File: src/rtl/multicycle_control_fsm.sv
// ----------------------------------------------------------------------------
// multicycle_control_fsm
//   Multi-cycle control unit for the MIPS-subset datapath. Sequences fetch,
//   decode, execute, memory and writeback for ADD, SUB, ADDI, SUBI, BEQ, BNEQ,
//   BGEZ, J, JAL, JR, LW and SW, drives every datapath strobe each cycle and
//   counts retired instructions.
//
//   Optional feature macro: OVERFLOW_TRAP_EN
//     defined   : signed overflow in EXEC_R/EXEC_I skips writeback -> ERROR
//     undefined : overflow is ignored, writeback proceeds normally
//
// Ports
//   clk, reset            clock, asynchronous active-high reset
//   opcode/funct/rt_field instruction register fields
//   alu_zero/alu_neg      ALU flags used by branch resolution
//   overflow              ALU signed overflow (EXEC states only)
//   mem_ready             memory completes the current access
//   pc_write, pc_src      PC load and source select
//   iord, mem_read,
//   mem_write             unified memory address select and strobes
//   ir_write              instruction register load
//   reg_write, reg_dst,
//   mem_to_reg            register file write control
//   alu_src_a/b, alu_op   ALU operand and operation select
//   illegal               one-cycle pulse on an undecodable instruction
//   error                 high while in the sticky ERROR state
//   retired               completed-instruction count (wraps)
// ----------------------------------------------------------------------------
module multicycle_control_fsm #(
   parameter logic [5:0]  SUBI_OPCODE = 6'h0E,
   parameter int unsigned MEM_TIMEOUT = 16,
   parameter int unsigned CNT_W       = 32
) (
   input  logic             clk,
   input  logic             reset,
   input  logic [5:0]       opcode,
   input  logic [5:0]       funct,
   input  logic [4:0]       rt_field,
   input  logic             alu_zero,
   input  logic             alu_neg,
   input  logic             overflow,
   input  logic             mem_ready,
   output logic             pc_write,
   output logic [1:0]       pc_src,
   output logic             iord,
   output logic             mem_read,
   output logic             mem_write,
   output logic             ir_write,
   output logic             reg_write,
   output logic [1:0]       reg_dst,
   output logic [1:0]       mem_to_reg,
   output logic             alu_src_a,
   output logic [1:0]       alu_src_b,
   output logic [2:0]       alu_op,
   output logic             illegal,
   output logic             error,
   output logic [CNT_W-1:0] retired
);

   localparam logic [5:0] OP_RTYPE  = 6'h00;
   localparam logic [5:0] OP_REGIMM = 6'h01;
   localparam logic [5:0] OP_J      = 6'h02;
   localparam logic [5:0] OP_JAL    = 6'h03;
   localparam logic [5:0] OP_BEQ    = 6'h04;
   localparam logic [5:0] OP_BNEQ   = 6'h05;
   localparam logic [5:0] OP_ADDI   = 6'h08;
   localparam logic [5:0] OP_LW     = 6'h23;
   localparam logic [5:0] OP_SW     = 6'h2B;
   localparam logic [5:0] FN_JR     = 6'h08;
   localparam logic [5:0] FN_ADD    = 6'h20;
   localparam logic [5:0] FN_SUB    = 6'h22;
   localparam logic [4:0] RT_BGEZ   = 5'd1;

   localparam int unsigned WAIT_W = (MEM_TIMEOUT > 1) ? $clog2(MEM_TIMEOUT) : 1;

   typedef enum logic [3:0] {
      S_FETCH, S_DECODE, S_EXEC_R, S_EXEC_I, S_BRANCH, S_JUMP, S_JAL, S_JR,
      S_MEM_ADDR, S_MEM_RD, S_MEM_WR, S_WB_R, S_WB_I, S_WB_MEM, S_ERROR
   } state_t;

   state_t            state_q, state_d;
   logic [WAIT_W-1:0] wait_q, wait_d;
   logic [CNT_W-1:0]  retired_q, retired_d;
   logic              retire;
   logic              timed_out;
   logic              trap;

`ifdef OVERFLOW_TRAP_EN
   assign trap = overflow;
`else
   // Overflow is not a control input in this build.
   logic overflow_unused;
   assign overflow_unused = overflow;
   assign trap = 1'b0;
`endif

   always_ff @(posedge clk or posedge reset) begin
      if (reset) begin
         state_q   <= S_FETCH;
         wait_q    <= '0;
         retired_q <= '0;
      end else begin
         state_q   <= state_d;
         wait_q    <= wait_d;
         retired_q <= retired_d;
      end
   end

   always_comb begin
      state_d    = state_q;
      retire     = 1'b0;
      pc_write   = 1'b0;
      pc_src     = 2'd0;
      iord       = 1'b0;
      mem_read   = 1'b0;
      mem_write  = 1'b0;
      ir_write   = 1'b0;
      reg_write  = 1'b0;
      reg_dst    = 2'd0;
      mem_to_reg = 2'd0;
      alu_src_a  = 1'b0;
      alu_src_b  = 2'd0;
      alu_op     = 3'd0;
      illegal    = 1'b0;
      error      = 1'b0;
      // Reached after MEM_TIMEOUT consecutive cycles in a wait state.
      timed_out  = (wait_q == WAIT_W'(MEM_TIMEOUT - 1));

      // Strobes are forced low while reset is asserted.
      if (!reset) begin
         case (state_q)
            S_FETCH: begin
               mem_read  = 1'b1;
               alu_src_b = 2'd1;
               if (mem_ready) begin
                  ir_write = 1'b1;
                  pc_write = 1'b1;
                  state_d  = S_DECODE;
               end else if (timed_out) begin
                  state_d = S_ERROR;
               end
            end
            S_DECODE: begin
               alu_src_b = 2'd3;
               if (opcode == OP_RTYPE && (funct == FN_ADD || funct == FN_SUB))
                  state_d = S_EXEC_R;
               else if (opcode == OP_RTYPE && funct == FN_JR)
                  state_d = S_JR;
               else if (opcode == OP_ADDI || opcode == SUBI_OPCODE)
                  state_d = S_EXEC_I;
               else if (opcode == OP_BEQ || opcode == OP_BNEQ ||
                        (opcode == OP_REGIMM && rt_field == RT_BGEZ))
                  state_d = S_BRANCH;
               else if (opcode == OP_J)
                  state_d = S_JUMP;
               else if (opcode == OP_JAL)
                  state_d = S_JAL;
               else if (opcode == OP_LW || opcode == OP_SW)
                  state_d = S_MEM_ADDR;
               else begin
                  // Undecodable: retire as a NOP.
                  illegal = 1'b1;
                  retire  = 1'b1;
                  state_d = S_FETCH;
               end
            end
            S_EXEC_R: begin
               alu_src_a = 1'b1;
               alu_op    = 3'd2;
               state_d   = trap ? S_ERROR : S_WB_R;
            end
            S_EXEC_I: begin
               alu_src_a = 1'b1;
               alu_src_b = 2'd2;
               alu_op    = (opcode == SUBI_OPCODE) ? 3'd1 : 3'd0;
               state_d   = trap ? S_ERROR : S_WB_I;
            end
            S_BRANCH: begin
               alu_src_a = 1'b1;
               alu_op    = 3'd1;
               retire    = 1'b1;
               state_d   = S_FETCH;
               if ((opcode == OP_BEQ && alu_zero) ||
                   (opcode == OP_BNEQ && !alu_zero) ||
                   (opcode == OP_REGIMM && !alu_neg)) begin
                  pc_write = 1'b1;
                  pc_src   = 2'd1;
               end
            end
            S_JUMP: begin
               pc_write = 1'b1;
               pc_src   = 2'd2;
               retire   = 1'b1;
               state_d  = S_FETCH;
            end
            S_JAL: begin
               pc_write   = 1'b1;
               pc_src     = 2'd2;
               reg_write  = 1'b1;
               reg_dst    = 2'd2;
               mem_to_reg = 2'd2;
               retire     = 1'b1;
               state_d    = S_FETCH;
            end
            S_JR: begin
               pc_write = 1'b1;
               pc_src   = 2'd3;
               retire   = 1'b1;
               state_d  = S_FETCH;
            end
            S_MEM_ADDR: begin
               alu_src_a = 1'b1;
               alu_src_b = 2'd2;
               state_d   = (opcode == OP_LW) ? S_MEM_RD : S_MEM_WR;
            end
            S_MEM_RD: begin
               iord     = 1'b1;
               mem_read = 1'b1;
               if (mem_ready)      state_d = S_WB_MEM;
               else if (timed_out) state_d = S_ERROR;
            end
            S_MEM_WR: begin
               iord      = 1'b1;
               mem_write = 1'b1;
               if (mem_ready) begin
                  retire  = 1'b1;
                  state_d = S_FETCH;
               end else if (timed_out) begin
                  state_d = S_ERROR;
               end
            end
            S_WB_R: begin
               reg_write = 1'b1;
               reg_dst   = 2'd1;
               retire    = 1'b1;
               state_d   = S_FETCH;
            end
            S_WB_I: begin
               reg_write = 1'b1;
               retire    = 1'b1;
               state_d   = S_FETCH;
            end
            S_WB_MEM: begin
               reg_write  = 1'b1;
               mem_to_reg = 2'd1;
               retire     = 1'b1;
               state_d    = S_FETCH;
            end
            S_ERROR: begin
               error = 1'b1;
            end
            default: begin
               state_d = S_ERROR;
            end
         endcase
      end

      // Counter restarts whenever a state is entered, so it only ever
      // measures consecutive cycles spent waiting in one state.
      wait_d    = (state_d == state_q) ? wait_q + 1'b1 : '0;
      retired_d = retire ? retired_q + CNT_W'(1) : retired_q;
   end

   assign retired = retired_q;

endmodule

File: config.mk
export PLATFORM = sky130hd
export DESIGN_NAME = multicycle_control_fsm
export DESIGN_NICKNAME = d
export VERILOG_FILES = /design/src/rtl/multicycle_control_fsm.sv
export SDC_FILE = /design/constraint.sdc
export NUM_CORES = 1
export LEC_CHECK = 0
export ABC_AREA = 0
export CAP_MARGIN = 20
export CORE_MARGIN = 2
export CORE_UTILIZATION = 44
export DETAILED_ROUTE_END_ITERATION = 12
export GPL_TIMING_DRIVEN = 1
export PLACE_DENSITY = 0.77
export SYNTH_ARGS = -nofsm -noshare
export SYNTH_HDL_FRONTEND = slang
export SYNTH_SLANG_ARGS = --single-unit
File: constraint.sdc
create_clock -name clk -period 3.98 [get_ports clk]
set_clock_uncertainty 0.1 [all_clocks]
set_input_delay 0.995 -clock clk [delete_from_list [all_inputs] [get_ports clk]]
set_output_delay 0.995 -clock clk [all_outputs]
set_load 0.05 [all_outputs]
### After elaboration in Yosys (flattened, before gate mapping)

Cells that the tools add are included.

| storage, ports and cells | value |
|---|---|
| bits in registers | 40 |
| input bits | 23 |
| output and inout bits | 52 |
| logic and storage cells | 115 |

| cells by class | value |
|---|---|
| $add $sub $neg | 2 |
| equal/unequal tests | 29 |
| mux-type cells | 56 |
| reduce and logical (&&, ||, !) cells | 25 |

Operators with widths:

| operator | count |
|---|---|
| two-way mux 4 bit | 13 |
| case mux 4 bit (9 select lines) | 1 |
| adder 32 x 1 -> 32 bit, second input constant | 1 |
| equality test 4 bit, second input constant | 8 |
| two-way mux 1 bit | 29 |
| equality test 6 bit, second input constant | 4 |
| equality test 6 x 4 -> 1 bit, second input constant | 3 |
| case mux 2 bit (3 select lines) | 3 |
| equality test 4 x 3 -> 1 bit, second input constant | 4 |
| equality test 6 x 2 -> 1 bit, second input constant | 2 |
| equality test 6 x 3 -> 1 bit, second input constant | 2 |
| two-way mux 2 bit | 6 |
| equality test 4 x 2 -> 1 bit, second input constant | 2 |
| case mux 2 bit (2 select lines) | 2 |
| OR reduction 2 bit | 4 |
| OR reduction 4 bit | 2 |
| logical OR 1 bit | 7 |
| OR reduction 7 bit | 1 |
| equality test 6 x 1 -> 1 bit, second input constant | 1 |
| logical AND 1 bit | 6 |
| logical NOT 6 bit | 1 |
| case mux 1 bit (3 select lines) | 2 |
| equality test 5 x 1 -> 1 bit, second input constant | 1 |
| adder 4 x 1 -> 4 bit, second input constant | 1 |
| other kinds (5) | 6 |

### Logic depth before layout (Yosys ltp)

| depth | value |
|---|---|
| depth after elaboration | 13 |
| depth in mapped cells | 8 |
| mapped depth without buffers | 7 |

### Least setup slack after synthesis

No wires, ideal clock.

| path | value |
|---|---|
| path kind | input-to-output |
| from | input port reset |
| to | output port alu_op[1] |
| data arrival time | 3,602 ps |
| data required time | 2,885 ps |
| slack | -717 ps |
| cell stages on the path | 5 |
| path buffers | 2 |
| cells stage by stage | clkbuf_1 > inv_1 > clkbuf_1 > nand2_1 > nor2_1 |

| between the ends | value |
|---|---|
| word-level cells in the longest chain between the ends | 1 |

RTL lines:

| item | line | source |
|---|---|---|
| start: declaration | 35 | `input logic reset,` |
| two-way mux 2 bit | 130 | `if (!reset) begin` |
| end: declaration | 54 | `output logic [2:0] alu_op,` |

Every way passes these cells.

### Final worst setup path

| path | value |
|---|---|
| from | input port opcode[3] |
| to | output port illegal |

| between the ends | value |
|---|---|
| word-level cells in the longest chain between the ends | 11 |
| elaborated cells on any way between the ends | 26 |
| classes of those cells | eq/ne (9); mux (9); reduce/logical (8) |

RTL lines:

| item | line | source |
|---|---|---|
| start: declaration | 36 | `input logic [5:0] opcode,` |
| equality test 6 bit | 158 | `else if (opcode == OP_LW \|\| opcode == OP_SW)` |
| logical OR 1 bit | 158 |  |
| two-way mux 1 bit | 158 |  |
| two-way mux 1 bit | 156 | `else if (opcode == OP_JAL)` |
| two-way mux 1 bit | 154 | `else if (opcode == OP_J)` |
| two-way mux 1 bit | 151 | `else if (opcode == OP_BEQ \|\| opcode == OP_BNEQ \|\|` |
| two-way mux 1 bit | 149 | `else if (opcode == OP_ADDI \|\| opcode == SUBI_OPCODE)` |
| two-way mux 1 bit | 147 | `else if (opcode == OP_RTYPE && funct == FN_JR)` |
| two-way mux 1 bit (*) | 145 | `if (opcode == OP_RTYPE && (funct == FN_ADD \|\| funct == FN_SUB))` |
| two-way mux 1 bit (*) | 131 | `case (state_q)` |
| two-way mux 1 bit (*) | 130 |  |
| end: declaration | 55 | `output logic illegal,` |

Mark *: on every way between the ends. The rest lies on a longest branch, timed or not.

==> results.md <==
- Cts hold-fix bufs: 0
- # diodes: 0
- Final min period: 3890 ps
- Final cell count without fillers: 472
- Area leader, netlist: dfrtp_1
- Post-synthesis sequential area ratio: 36.4%
- R2R Path Start: state_q[0]
- Fillers: 491
- Worst hold slack: 380 ps
- GRT Total Usage: 19.9%
- First-pass GRT wire length: 11.7 mm
- Antenna Nets Post-Route: 0
- Longest Clk Path Bufs: 2
- FMAX: 0.257 GHz
- Final setup violation count: 0
- CP Capture Type: output pin
- Setup bufs post-CTS: 0
- Largest family of logic cells by synthesized area: simple AND/OR/NAND/NOR gates
- Pre-Repair DR Iteration Count: 4
- Reg-to-reg endpoint: retired[30]
- Arr. time, crit path: 2800 ps
- Compound-cell area share of the yosys netlist: 13.2%
- Share of the synthesized area in the top cell type: 36.4%
- Adder-cell area share of the yosys netlist: 0.911%
- Critical Path Source: opcode[3]
- FFs w/ async S/R, synth: 100%
- Leakage: 1.67 nW
- Post-Place Cell Area: 3800 sq um
- Cell area after synthesis: 2750 sq um
- Share of cells above drive strength 1: 15.4%
- Worst vdd ir: 0.358 mV
- Initial Util: 45.9%
- Post-synthesis instance total: 319
- Setup ws final: 86.7 ps
- Syn_nets: 344
- Max Cap Viol: 0
- Routed via count: 2697
- Crit Path Class: in2out
- Worst Hold Class: reg2reg
- DR WL/cell: 14.5 um
- CP Launch Type: input port
- Mux cell area share after synthesis: 2.69%
- DP HPWL: 5.07 mm
- Worst EP required: 2880 ps
- Actual slew at the worst max-slew pin: 630 ps
- Flop2flop setup slack: 1200 ps
- Synth area leaders: dfrtp_1 (36%), xor2_1 (8.6%), nor2_1 (4.4%)
- RSZ-0062 raised after global routing: no
- Final Net Count: 421
- # IOs: 75
- Clk slew on worst S/H paths: 70 ps
- Max-slew violation count: 0
- Most instantiated cells after synthesis: dfrtp_1 (40), nor2_1 (32), xor2_1 (27)
- Die W: 83.0 um
- H-tree levels: 2
- Initial antenna violation count: 0
- Pre-CTS setup slack: 25.4 ps
- Num CTS Buffers: 5
- # rows: 28
- Post-synthesis xor/xnor area fraction: 11.2%
- Top-count cell post-synth: dfrtp_1
- DRT iter0 DRCs: 153
- RePlAce Congestion: 0.917
- Run status: completed
- Mapped Avg Cell Area: 8.61 sq um
- Synth unique cells: 55
- Worst setup endpoint: illegal
- Final wirelength: 6.82 mm
- Root Buffer: clkbuf_8
- Port Buf Inserts: 72
- CTS tree: done
- Largest net degree at the start of global routing: 39
- Simple-Gate Fraction of Synth Area: 31.0%
- Die height: 83.0 um
- Gr ovfl total: 0
- Placed insts: 464
- Ys Warns: 0
- Post-synth EDFFs: 0
- PD cells: 440 nW/um^2
- Final hold violations: 0
- Primary FF master, synth: dfrtp_1
- Vias in the first global route: 2525
- Post-route setup TNS: 0 ps
- Core ar.: 5990 sq um
- P&R area growth vs syn: 42.7%
- Vias per inst: 5.71
- Worst-Skew Late Latency: 290 ps
- Fin area: 3920 sq um
- CTS-repair resized insts: 0
- Clock sinks: 40
- Total Die Area: 6890 sq um
- Crit share post-route: 97.8%
- R2R cell count: 8
- Post-route DRC: 0
- Synthesized flop and latch total: 40
- Slew HR: 57.6%
- Highest net fanout along the worst path: 3
==> cell usage in the layout, fill, tap and decap left out, types with 5 or more instances in the layout <==
cell type        synthesis  final
a21oi_1                 10     10
nand3_1                 12     12
buf_12                   0     19
nand2_1                 23     23
xnor2_1                  8      8
clkdlybuf4s50_1          0     52
nor3_1                  23     22
nand2b_1                 7      7
nor4_1                  16     15
buf_4                    3     17
clkbuf_8                 0      6
dfrtp_1                 40     40
xor2_1                  27     27
a31oi_1                  5      5
nor2_1                  32     32
inv_1                   10      9
nand4_1                  7      7
o21ai_0                  7      7
==> cell families after synthesis <==
| logic type | Yosys count |
|---|---|
| AND/OR/NAND/NOR | 157 |
| buffers and inverters | 29 |
| AO/OA/AOI/OAI | 48 |
| XOR/XNOR | 35 |
| adder cells (fa/ha/maj) | 2 |
| multiplexers | 7 |
| flip-flops | 40 |
| other | 1 |
==> state kept, by name, indices dropped and copies added (netlist names) <==
register	flops
retired	32
wait_q	4
state_q	4
==> metrics by stage <==
stage                     util, %  power (mW)
after global routing         65.4        1.84
after detailed placement     63.4        1.46
final                        65.4        1.73
after global placement       63.4        1.44
after floorplan                 -        1.14
after CTS                    65.0        1.73
==> layer usage <==
layer	wire length, um	GRT usage (%)	up-vias
met5	0	0	-
met3	389	4.08	19
met1	3130	26.9	1271
met2	3140	31.5	101
li1	-	-	1306
met4	161	7.15	0
==> worst max-delay path: stages <==
cell and delay [ps]:
clkdlybuf4s50_1 430, or4_1 600, nor3b_2 330, a2111oi_4 100
and3_4 200, buf_12 140
==> cell type report <==
class,count,area [sq um],share of cell area (%)
repair buffers,89,1040,26.6
clock buffers,6,82.6,2.11
well taps,75,93.8,2.39
multi-input cells,250,1650,42.2
clock inverters,2,10.0,0.255
inverters,10,37.5,0.958
flip-flops and latches,40,1000,25.5
==> where the power goes <==
| group | switching, mW | leakage [nW] | internal (mW) |
|---|---|---|---|
| Clock | 0.132 | 0.0510 | 0.138 |
| Sequential | 0.113 | 0.516 | 0.460 |
| Combinational | 0.508 | 1.10 | 0.374 |
| Total | 0.754 | 1.67 | 0.972 |
==> worst min-delay path by stage <==
stage	startpoint	end	slack, ps	cells past startpoint
after detailed placement	retired[31]	retired[31]	360	1
after global routing	retired[31]	retired[31]	410	1
final	retired[31]	retired[31]	380	1
after global placement	retired[31]	retired[31]	360	1
after floorplan	wait_q[0]	wait_q[0]	410	2
after CTS	retired[31]	retired[31]	380	1
Power figures use the tool's default switching activity.
